File: src/rtl/fetch_pkg.sv
// Shared constants and types for the instruction fetch controller.
package fetch_pkg;

    localparam int unsigned ADDR_W  = 8;
    localparam int unsigned INSTR_W = 16;
    localparam int unsigned OP_W    = 4;

    localparam logic [OP_W-1:0] OP_J    = 4'h2;
    localparam logic [OP_W-1:0] OP_BEQ  = 4'h4;
    localparam logic [OP_W-1:0] OP_BNE  = 4'h5;
    localparam logic [OP_W-1:0] OP_HALT = 4'hF;

    typedef enum logic [2:0] {
        ST_BOOT,
        ST_FETCH,
        ST_WAIT,
        ST_ISSUE,
        ST_RESOLVE,
        ST_ADVANCE,
        ST_HALT
    } fetchState_t;

    // Next-address mux select seen by the address calculation block
    typedef enum logic [1:0] {
        SEL_ZERO  = 2'd0,
        SEL_INC   = 2'd1,
        SEL_LABEL = 2'd2,
        SEL_ABS   = 2'd3
    } selAddr_t;

endpackage

File: src/rtl/instr_class.sv
// Opcode classification for the fetch controller (pure combinational).
module instr_class
    import fetch_pkg::*;
(
    input  logic [OP_W-1:0] opcode,
    output logic            isJump,
    output logic            isBranch,
    output logic            isHalt,
    output logic            branchOnZero
);

    assign isJump       = (opcode == OP_J);
    assign isBranch     = (opcode == OP_BEQ) || (opcode == OP_BNE);
    assign isHalt       = (opcode == OP_HALT);
    // BEQ takes on zero=1, BNE on zero=0
    assign branchOnZero = (opcode == OP_BEQ);

endmodule

File: src/rtl/fetch_ctrl.sv
// Instruction fetch / issue / PC-advance controller.
// Define FETCH_TIMEOUT_EN to fault after TIMEOUT_CYCLES memory-wait cycles.
module fetch_ctrl
    import fetch_pkg::*;
#(
    parameter int unsigned TIMEOUT_CYCLES = 15
) (
    input  logic                clk,
    input  logic                rst,
    input  logic [ADDR_W-1:0]   pcAddr,
    input  logic                pcCout,
    output logic                memReq,
    output logic [ADDR_W-1:0]   memAddr,
    input  logic                memRdy,
    input  logic [INSTR_W-1:0]  memData,
    input  logic                zero,
    input  logic                zeroValid,
    output logic [INSTR_W-1:0]  instr,
    output logic                instrValid,
    input  logic                instrAck,
    output logic [1:0]          selAddr,
    output logic [ADDR_W-1:0]   label,
    output logic [ADDR_W-1:0]   addressJ,
    output logic                fault
);

    fetchState_t       state;
    logic              taken;
    logic              isJump;
    logic              isBranch;
    logic              isHalt;
    logic              branchOnZero;
    selAddr_t          selNext;
    logic [ADDR_W-1:0] addrJNext;
    logic [ADDR_W-1:0] nextPc;
    logic              advOverflow;

`ifdef FETCH_TIMEOUT_EN
    localparam int unsigned CNT_W = $clog2(TIMEOUT_CYCLES + 1);
    logic [CNT_W-1:0] waitCnt;
`endif

    instr_class uClass (
        .opcode       (instr[INSTR_W-1 -: OP_W]),
        .isJump       (isJump),
        .isBranch     (isBranch),
        .isHalt       (isHalt),
        .branchOnZero (branchOnZero)
    );

    // Address select: hold the PC everywhere except BOOT and ADVANCE
    always_comb begin
        selNext   = SEL_ABS;
        addrJNext = pcAddr;
        case (state)
            ST_BOOT:    selNext = SEL_ZERO;
            ST_ADVANCE: begin
                if (isJump) begin
                    selNext   = SEL_ABS;
                    addrJNext = instr[ADDR_W-1:0];
                end else if (taken) begin
                    selNext = SEL_LABEL;
                end else begin
                    selNext = SEL_INC;
                end
            end
            default: ;
        endcase
    end

    assign selAddr  = selNext;
    assign addressJ = addrJNext;
    assign label    = instr[ADDR_W-1:0];

    // The PC the address block will hold after this edge, so the registered
    // memAddr already matches pcAddr during the FETCH cycle
    always_comb begin
        nextPc = addrJNext;
        case (selNext)
            SEL_ZERO:  nextPc = '0;
            SEL_INC:   nextPc = pcAddr + ADDR_W'(1);
            SEL_LABEL: nextPc = pcAddr + label;
            default:   nextPc = addrJNext;
        endcase
    end

    assign advOverflow = pcCout && ((selNext == SEL_INC) || (selNext == SEL_LABEL));

    always_ff @(posedge clk or posedge rst) begin
        if (rst) begin
            state      <= ST_BOOT;
            memReq     <= 1'b0;
            memAddr    <= '0;
            instr      <= '0;
            instrValid <= 1'b0;
            fault      <= 1'b0;
            taken      <= 1'b0;
`ifdef FETCH_TIMEOUT_EN
            waitCnt    <= '0;
`endif
        end else begin
            case (state)
                ST_BOOT: begin
                    memReq  <= 1'b1;
                    memAddr <= nextPc;
                    state   <= ST_FETCH;
                end
                ST_FETCH: begin
                    memReq <= 1'b0;
                    state  <= ST_WAIT;
`ifdef FETCH_TIMEOUT_EN
                    waitCnt <= '0;
`endif
                end
                ST_WAIT: begin
                    if (memRdy) begin
                        instr      <= memData;
                        instrValid <= 1'b1;
                        state      <= ST_ISSUE;
                    end
`ifdef FETCH_TIMEOUT_EN
                    else if (waitCnt == CNT_W'(TIMEOUT_CYCLES - 1)) begin
                        fault <= 1'b1;
                        state <= ST_HALT;
                    end else begin
                        waitCnt <= waitCnt + CNT_W'(1);
                    end
`endif
                end
                ST_ISSUE: begin
                    if (instrAck) begin
                        instrValid <= 1'b0;
                        taken      <= 1'b0;
                        if (isHalt)
                            state <= ST_HALT;
                        else if (isBranch)
                            state <= ST_RESOLVE;
                        else
                            state <= ST_ADVANCE;
                    end
                end
                ST_RESOLVE: begin
                    if (zeroValid) begin
                        taken <= branchOnZero ? zero : ~zero;
                        state <= ST_ADVANCE;
                    end
                end
                ST_ADVANCE: begin
                    // Carry out of PC+1 / PC+label means the PC wrapped past 0xFF
                    if (advOverflow) begin
                        fault <= 1'b1;
                        state <= ST_HALT;
                    end else begin
                        memReq  <= 1'b1;
                        memAddr <= nextPc;
                        state   <= ST_FETCH;
                    end
                end
                ST_HALT: state <= ST_HALT;
                default: state <= ST_BOOT;
            endcase
        end
    end

endmodule

File: config.mk
export PLATFORM = sky130hd
export DESIGN_NAME = fetch_ctrl
export DESIGN_NICKNAME = d
export VERILOG_FILES = /design/src/rtl/fetch_pkg.sv /design/src/rtl/instr_class.sv /design/src/rtl/fetch_ctrl.sv
export SDC_FILE = /design/constraint.sdc
export NUM_CORES = 1
export LEC_CHECK = 0
export CAP_MARGIN = 25
export CORE_ASPECT_RATIO = 0.7
export CORE_MARGIN = 1.5
export CORE_UTILIZATION = 48
export DETAILED_ROUTE_END_ITERATION = 8
export PLACE_DENSITY = 0.94
export SLEW_MARGIN = 5
export SYNTH_ARGS = -nofsm -noshare
export SYNTH_HDL_FRONTEND = slang
export SYNTH_HIERARCHICAL = 1
export SYNTH_SLANG_ARGS = --single-unit
File: constraint.sdc
create_clock -name clk -period 7.65 [get_ports clk]
set_clock_uncertainty 0.05 [all_clocks]
set_input_delay 2.295 -clock clk [delete_from_list [all_inputs] [get_ports clk]]
set_output_delay 2.295 -clock clk [all_outputs]
set_load 0.05 [all_outputs]
==> results.md <==
* Max Root-Sink Buffers at 2
* Unrepaired setup endpoints after global routing: no
* Crit-path most repeated cell: clkdlybuf4s50_1
* Final setup viols at 0
* # IOs at 76
* CTS H-Tree Depth at 2
* PwrDens at 499 nW/um2
* CP endpoint kind: primary output
* R2R Setup Slk at 3.91 ns
* Share of cells above drive strength 1 at 0.104
* Port bufs at 75
* Cells after synthesis at 201
* DR WL/cell at 15.9 um
* Global-route wire length before repair at 8.34 mm
* Vias in the first global route at 1,782
* Crit-path max cell delay at 0.80 ns
* Largest net degree at the start of global routing at 32
* Crit path launch type: input pin
* Worst slew pin tran at 0.797 ns
* Worst hold slack at 0.426 ns
* Post-synthesis cell area at 2020 um2
* Average cell area after synthesis at 10.1 um2
* Post-cts gate resize count at 0
* Crit-path slowest cell: clkdlybuf4s50_1
* Detail Route Antenna Nets at 0
* Initial antenna violation count at 0
* Status: complete, no violations
* Design area at 2820 um2
* CP top delay family: buffers and inverters
* Maximum VDD drop at 0.000326 V
* Crit path required time at 5.31 ns
* Cells on Worst Hold Path at 2
* Initial Util at 0.510
* Ant diodes at 0
* Fmax achieved at 162 MHz
* Std-Cell Core Area at 3970 um2
* Post-synth EDFFs at 0
* Grt total ovfl at 0
* # Max-Cap Violations at 0
* Worst skew pair latency at 0.28 ns
* DRT Wirelength at 5.11 mm
* Gr usage total at 0.240
* Worst R2R End: memAddr[6]
* Max-slew headroom at 0.468
* Detailed Routing Iterations Pass 1 at 6
* Period Utilization, post-route at 0.808
* Layout area overhead at 39.5%
* TritonCTS buffer count at 5
* Post-DP HPWL at 3.77 mm
* Die area at 4620 um2
* Syn nets at 242
* Minimum clock period after layout at 6.18 ns
* Global placement routability congestion at 0.862
* Static Leak at 0.00118 uW
* DIE WIDTH at 80.6 um
* Vias at 1,809
* Root buffer cell: clkbuf_8
* Setup CP Type: input pin to primary output
* Hold Path Class: flop to flop
* Total Power at 1410 uW
* Vias per cell at 5.64
* Ys flop type: dfrtp_1
* Utilization after layout at 0.711
* Hold Violations, Final at 0
* CTS Hold Buffers Added at 0
* Most frequent cells in the layout: clkdlybuf4s50_1 (75), dfrtp_1 (31), a21oi_1 (20)
* Setup TNS at 0 ns
* Worst path cell trace: clkdlybuf4s50_1 -> mux2_2 -> clkdlybuf4s50_1
* Rows at 19
* Clock Sinks at 31
* Residual DRC at 0
* CTS tree: built
* Ys async rst share at 1.00
* Buf/Inv on CP at 2
* Max-slew violations at 0
* Seq cells post-synth at 31
* Worst r2r path cells at 12
* Post-synthesis sequential area ratio at 0.383
* Die Span Y at 57.3 um
* Dpl cell area at 2740 um2
* Crit path max fanout at 3
* Crit path arrival time at 3.84 ns
* Synth warn at 6
* Worst Hold Path EP: fault
* Min-delay src: fault
* Commonest non-fill, non-tap cell in the layout: clkdlybuf4s50_1
* R2r startpoint: instr[12]
* Setup Buffers After CTS at 0
* Reg clk slew, reported paths at 0.07 ns
* Unique masters post-synth at 46
* Net count, final at 309
* Starting DRT DRC Count at 147
==> sequential cells by signal, indices dropped and copies added, names as in the netlist <==
name and cells:
fault 1, instr 16, instrValid 1, memAddr 8, memReq 1, state 3
taken 1
==> through the flow <==
step,worst slack (ns),cells
3_5_place_dp,1.46,313
5_1_grt,1.45,321
6_report,1.47,321
2_1_floorplan,2.63,201
4_1_cts,1.46,321
3_3_place_gp,1.50,313
==> area by class of cell <==
class,count,area [um2]
fillers,298,1150
clock buffers,6,72.6
inverters,7,26.3
flip-flops and latches,31,776
well taps,52,65.1
repair buffers,76,758
multi-input cells,147,1110
clock inverters,2,12.5
==> worst register-to-register path, delay by kind of cell (launching register included) <==
family	cells	cell delay, ns
AO/OA/AOI/OAI	6	1.36
adder cells (fa/ha/maj)	3	1.09
flip-flops	1	0.44
AND/OR/NAND/NOR	3	0.73
==> cells in the mapped netlist (2+ instances only) <==
| master | number | share of area |
|---|---|---|
| buf_2 | 4 | 0.0099 |
| a22oi_1 | 2 | 0.0074 |
| buf_4 | 12 | 0.045 |
| o21ai_0 | 4 | 0.0099 |
| a31oi_1 | 5 | 0.015 |
| and2_1 | 7 | 0.022 |
| ha_1 | 9 | 0.056 |
| nor3b_1 | 3 | 0.011 |
| or2_2 | 2 | 0.0062 |
| dfrtp_1 | 31 | 0.38 |
| o22ai_1 | 2 | 0.0062 |
| a21o_1 | 3 | 0.011 |
| a21oi_1 | 20 | 0.049 |
| nand2_1 | 14 | 0.026 |
| a211oi_1 | 2 | 0.0074 |
| nor2_1 | 13 | 0.024 |
| mux2_1 | 10 | 0.056 |
| mux2_2 | 13 | 0.072 |
| nand2b_1 | 5 | 0.015 |
| nor4b_1 | 2 | 0.0087 |
| nand3_1 | 2 | 0.0049 |
| inv_1 | 7 | 0.013 |
| nor3_1 | 2 | 0.0049 |
| xor2_1 | 3 | 0.013 |
| a2bb2oi_1 | 2 | 0.0087 |
| nor4b_2 | 2 | 0.015 |
==> worst max-delay path by stage <==
stage	from	to	slack, ns	cells past startpoint
after floorplan	pcAddr[2]	addressJ[2]	2.63	1
after global placement	pcAddr[1]	addressJ[1]	1.50	3
after detailed placement	pcAddr[1]	addressJ[1]	1.46	3
after CTS	pcAddr[1]	addressJ[1]	1.46	3
after global routing	pcAddr[1]	addressJ[1]	1.45	3
final	pcAddr[1]	addressJ[1]	1.47	3
==> where the power goes <==
group / total (uW) / leakage (uW) / internal, uW / switching [uW]
Combinational: 938 / 0.000780 / 341 / 597
Sequential: 344 / 0.000359 / 246 / 98.3
Clock: 125 / 0.0000412 / 63.5 / 61.4
Total: 1410 / 0.00118 / 650 / 757
==> metal layers <==
layer | up-vias | wire length, um | GRT usage
li1 | 855 | - | -
met1 | 866 | 2290 | 0.332
met2 | 82 | 2330 | 0.371
met3 | 6 | 440 | 0.0736
met4 | 0 | 48 | 0.0616
met5 | - | 0 | 0
==> logic make-up (layout without fill, tap and decap cells) <==
group | count (synthesis) | count (layout) | share of synthesized area
buffers and inverters | 23 | 91 | 0.0674
DFF | 31 | 31 | 0.383
AOI/OAI and AO/OA | 49 | 49 | 0.156
and+or+nand+nor | 59 | 59 | 0.170
adders and majority gates | 10 | 10 | 0.0656
xor gates and xnor gates | 4 | 4 | 0.0173
muxes | 25 | 25 | 0.140
(Power assumes the default switching activity.)
